[src/rtl/siso_arbiter.sv]
// Two-requester round-robin arbiter in front of one shared SISO decoder core.
// Latches the winner's operands, launches the core, waits with a timeout, then responds.
module siso_arbiter #(
    parameter int TIMEOUT = 64,
    parameter int CNT_W   = 7
) (
    input  logic         clk_p_i,
    input  logic         reset_n_i,
    input  logic [1:0]   req_i,
    input  logic [27:0]  sys0_i,
    input  logic [27:0]  sys1_i,
    input  logic [27:0]  enc0_i,
    input  logic [27:0]  enc1_i,
    input  logic [69:0]  ext0_i,
    input  logic [69:0]  ext1_i,
    output logic         siso_read_en_o,
    output logic [27:0]  siso_sys_o,
    output logic [27:0]  siso_enc_o,
    output logic [69:0]  siso_ext_o,
    input  logic         siso_finish_i,
    input  logic [69:0]  siso_data_i,
    output logic [1:0]   gnt_o,
    output logic [1:0]   done_o,
    output logic [69:0]  data_o,
    output logic         busy_o,
    output logic         timeout_o
);

    typedef enum logic [1:0] {
        S_IDLE,
        S_LAUNCH,
        S_WAIT,
        S_RESP
    } state_t;

    state_t            r_state;
    state_t            w_next;
    logic              r_owner;
    logic              r_last;
    logic [1:0]        r_gnt;
    logic [CNT_W-1:0]  r_cnt;
    logic [27:0]       r_sys;
    logic [27:0]       r_enc;
    logic [69:0]       r_ext;
    logic [69:0]       r_data;
    logic              r_timeout;
    logic              w_sel;
    logic              w_hit;

    // On a tie the requester that did not own the core last time wins.
    always_comb begin
        w_sel = 1'b0;
        unique case (req_i)
            2'b01:   w_sel = 1'b0;
            2'b10:   w_sel = 1'b1;
            2'b11:   w_sel = ~r_last;
            default: w_sel = 1'b0;
        endcase
    end

    assign w_hit = (r_cnt == CNT_W'(TIMEOUT - 1));

    always_comb begin
        w_next = r_state;
        unique case (r_state)
            S_IDLE:   if (|req_i) w_next = S_LAUNCH;
            S_LAUNCH: w_next = S_WAIT;
            S_WAIT:   if (siso_finish_i || w_hit) w_next = S_RESP;
            S_RESP:   w_next = S_IDLE;
            default:  w_next = S_IDLE;
        endcase
    end

    always_ff @(posedge clk_p_i or negedge reset_n_i) begin
        if (!reset_n_i) begin
            r_state   <= S_IDLE;
            r_owner   <= 1'b0;
            r_last    <= 1'b1;
            r_gnt     <= 2'b00;
            r_cnt     <= '0;
            r_sys     <= '0;
            r_enc     <= '0;
            r_ext     <= '0;
            r_data    <= '0;
            r_timeout <= 1'b0;
        end else begin
            r_state   <= w_next;
            r_timeout <= 1'b0;
            unique case (r_state)
                S_IDLE: begin
                    if (|req_i) begin
                        r_owner <= w_sel;
                        r_gnt   <= w_sel ? 2'b10 : 2'b01;
                        r_sys   <= w_sel ? sys1_i : sys0_i;
                        r_enc   <= w_sel ? enc1_i : enc0_i;
                        r_ext   <= w_sel ? ext1_i : ext0_i;
                    end
                end
                S_LAUNCH: r_cnt <= '0;
                S_WAIT: begin
                    r_cnt <= r_cnt + CNT_W'(1);
                    // A finish on the last allowed cycle beats the timeout.
                    if (siso_finish_i) begin
                        r_data <= siso_data_i;
                    end else if (w_hit) begin
                        r_data    <= '0;
                        r_timeout <= 1'b1;
                    end
                end
                S_RESP: begin
                    r_last <= r_owner;
                    r_gnt  <= 2'b00;
                end
                default: ;
            endcase
        end
    end

    assign siso_read_en_o = (r_state == S_LAUNCH);
    assign busy_o         = (r_state != S_IDLE);
    assign done_o         = (r_state == S_RESP) ? r_gnt : 2'b00;
    assign gnt_o          = r_gnt;
    assign siso_sys_o     = r_sys;
    assign siso_enc_o     = r_enc;
    assign siso_ext_o     = r_ext;
    assign data_o         = r_data;
    assign timeout_o      = r_timeout;

endmodule

[config.mk]
export PLATFORM = sky130hd
export DESIGN_NAME = siso_arbiter
export DESIGN_NICKNAME = d
export VERILOG_FILES = /design/src/rtl/siso_arbiter.sv
export SDC_FILE = /design/constraint.sdc
export NUM_CORES = 1
export LEC_CHECK = 0
export CORE_AREA = 2 2 205 207
export CTS_BUF_LIST = sky130_fd_sc_hd__clkbuf_4 sky130_fd_sc_hd__clkbuf_8
export DETAILED_ROUTE_END_ITERATION = 10
export DIE_AREA = 0 0 207 209
export PLACE_DENSITY = 0.49
export SLEW_MARGIN = 20
export SYNTH_ARGS = -nofsm -noshare
export SYNTH_HDL_FRONTEND = slang
export SYNTH_SLANG_ARGS = --single-unit
[constraint.sdc]
create_clock -name clk_p_i -period 2.95 [get_ports clk_p_i]
set_input_delay 0.59 -clock clk_p_i [delete_from_list [all_inputs] [get_ports clk_p_i]]
set_output_delay 0.59 -clock clk_p_i [all_outputs]
set_load 0.03 [all_outputs]
==> run metrics, run 1 <==
top-count cell post-synth dfrtp_1; Die Wd 207 µm; Worst-Skew Late Latency 0.57 ns; final setup TNS 0 ns; Critical Path, Cell by Cell ha_1, and2_1, clkdlybuf4s50_1; CTS tree built; # setup viols final 0; H-tree depth 2; multi-input logic area 3960 µm²; CP max stage delay 0.69 ns; Die Height 209 µm; vias in the first global route 9275; R2R setup slack 0.93 ns; status finished clean; maximum vdd drop 0.513 mV; gpl congestion 0.805; WS Path Type reg2out; capture point of the worst reg-to-reg path r_cnt[6]$_DFFE_PN0P_; relative slew slack 62.7%; crit-path max FO 6; num rows 75; Final Util 40.1%; Worst Hold Launch siso_ext_o[11]$_DFFE_PN0P_; pwr dens 1060 nW/µm²; final worst-path cycle share 92.3%; data required time of the critical path 2.36 ns; Core ar. 41300 µm²; MaxCap Viol Count 0; critical path's slowest cell clkdlybuf4s50_1; Finished Cell Area 16500 µm²; Post-Place Cells 1962; Setup WS pre-CTS 0.405 ns; FFs w/ async S/R, synth 100%; Reg clk slew, reported paths 0.06 ns; Post-Syn Instances 938; number of enable flip-flop cells after synthesis 0; I/O pins 530; GRT Total Usage 17.8%; Initial Util 23.4%; startpoint types register; Area growth syn-to-layout 71.1%; Clock Skews 0.0107 ns; top cell type's share of synthesized area 54.1%; synth unique cells 42; root buffer cell clkbuf_8; CTS sink count 210; GRT Residual Overflow 0; initial antenna violation count 3; instance count on the critical path 3; drt wl/cell 19.1 µm; most frequent cells after synthesis 209 x dfrtp_1, 199 x nand2_1, 153 x o21ai_1, 125 x mux2i_1, 70 x a22oi_1; layout cell share with drive strength beyond 1 7.79%; Seq. cell area 5260 µm²; antenna violation net count after detailed routing 0; die footprint 43300 µm²; I/O Buffers 529; RSZ-0062 raised after global routing false; Final Slew Violations 0; Seq/Total Area, Yosys 54.4%; CP arrival 2.13 ns; DR DRC count 0; fin worst setup slack 0.227 ns; CTS buffer count 42; Iter 0 DRT Violations 360; WP buf/inv 1; #FFs+latches synth 210; routed wire length 39.1 mm; crit path capture type primary output; Final Hold Viols 0; min Tclk post-route 2.72 ns; first drt pass iteration count 4; Net Count, Synth 1271; nets@finish 1801; Critical path destination done_o[1]; dominant cell type by area after synthesis dfrtp_1; total number of vias 8998; r2r startpoint r_state[0]$_DFFE_PN0P_; FF-to-FF path depth 5; top cells by area, synth dfrtp_1 54%, mux2i_1 13%, o21ai_1 7.9%; crit-path leading delay family buffers and inverters; slew at the pin closest to its max-slew limit 0.560 ns; first-pass GRT wire length 59.6 mm; largest net degree at the start of global routing 76; Placed Area 15600 µm²; CP Launch Point r_state[1]$_DFFE_PN0P_; Cell Area, Synth 9670 µm²; Ys Warns 0; syn avg cell area 10.3 µm²; final cell count without fillers 2043; Main synth FF type dfrtp_1; # fillers 4152; worst min path class reg2reg; Hold Slack 0.482 ns; post-cts resize count 0; Pleak 7.02 nW; DPL Wire Length 28.9 mm; DR vias/cell 4.40; Final Power 17.6 mW; Longest Clk Path Bufs 3; highest attainable clock frequency 367 MHz
==> layout by cell type (no fill, tap or decap), drive strengths merged, types with 2 or more instances in the layout <==
master and n:
nor2 5, clkdlybuf4s50 528, and2 3, nand2b 2, buf 30, or3 3
nand3 5, ha 6, o211ai 3, and3 4, diode 3, nand2 199
a22oi 70, a22o 2, a221o 4, o21ai 198, clkbuf 73, inv 10
dfrtp 209, mux2i 125, a21oi 2, nor4 2, clkinv 3
==> flip-flops by register name, summed over array words and instances, names as in the netlist <==
| signal | cells |
|---|---|
| timeout_o | 1 |
| siso_sys_o | 28 |
| r_last | 1 |
| siso_ext_o | 70 |
| r_owner | 1 |
| data_o | 70 |
| gnt_o | 2 |
| r_state | 2 |
| siso_enc_o | 28 |
| r_cnt | 7 |
==> logic make-up (layout without fill, tap and decap cells) <==
| group | after synthesis | count (layout) | share of synthesized area (%) |
|---|---|---|---|
| compound gates | 284 | 284 | 17.2 |
| simple gates | 229 | 229 | 9.68 |
| flops | 210 | 210 | 54.4 |
| mux | 126 | 126 | 13.1 |
| buf+inv | 83 | 646 | 4.97 |
| fa+ha+maj | 6 | 6 | 0.776 |
| other cells | 0 | 3 | 0 |
==> per-layer routing <==
| layer | global-route usage, % | share of wire [%] | up-vias |
|---|---|---|---|
| met3 | 7.71 | 10 | 49 |
| li1 | - | - | 4374 |
| met2 | 28.8 | 48 | 374 |
| met4 | 4.73 | 2.0 | 0 |
| met5 | 0 | 0 | - |
| met1 | 21.6 | 40 | 4201 |
==> final cells by class <==
class / count / share of cell area, %
Tap cell: 539 / 4.08
Clock buffer: 73 / 5.32
Antenna cell: 3 / 0.0454
Clock inverter: 4 / 0.272
Sequential cell: 210 / 31.8
Timing Repair Buffer: 559 / 34.4
Inverter: 10 / 0.227
Multi-Input combinational cell: 645 / 23.9
==> worst min-delay path, stage by stage, from the launching register on <==
cell	delay [ns]
dfrtp_1	0.34
nand2_1	0.05
o21ai_1	0.06
==> power breakdown <==
group / internal [mW] / leakage [nW] / switching (mW) / total (mW)
Clock: 1.95 / 0.499 / 1.33 / 3.28
Combinational: 3.95 / 4.04 / 5.35 / 9.31
Sequential: 4.19 / 2.48 / 0.816 / 5.01
Total: 10.1 / 7.02 / 7.50 / 17.6
==> worst min-delay path by stage <==
stage                                       endpoint  slack [ns]  depth (start not counted)
after floorplan                data_o[0]$_DFFE_PN0P_        0.29                          0
after global placement     siso_ext_o[3]$_DFFE_PN0P_        0.47                          2
after detailed placement  siso_enc_o[21]$_DFFE_PN0P_        0.47                          2
after CTS                 siso_ext_o[18]$_DFFE_PN0P_        0.49                          2
after global routing       siso_sys_o[9]$_DFFE_PN0P_        0.50                          2
final                     siso_ext_o[11]$_DFFE_PN0P_        0.48                          2
==> timing repair <==
item | in CTS | in global routing
hold endpoints to repair | 57 | 0
buffers inserted | 0 | 0
hold buffers | 1 | 0
Power figures use the tool's default switching activity.
==> inputs of run 2 (changes only) <==
--- a/config.mk
+++ b/config.mk
@@ -10,6 +10,7 @@
 export DETAILED_ROUTE_END_ITERATION = 10
 export DIE_AREA = 0 0 207 209
 export PLACE_DENSITY = 0.49
+export SKIP_LAST_GASP = 1
 export SLEW_MARGIN = 20
 export SYNTH_ARGS = -nofsm -noshare
 export SYNTH_HDL_FRONTEND = slang
==> results of run 2 <==
The final DEF is identical to that of run 1; final timing and power are the same.
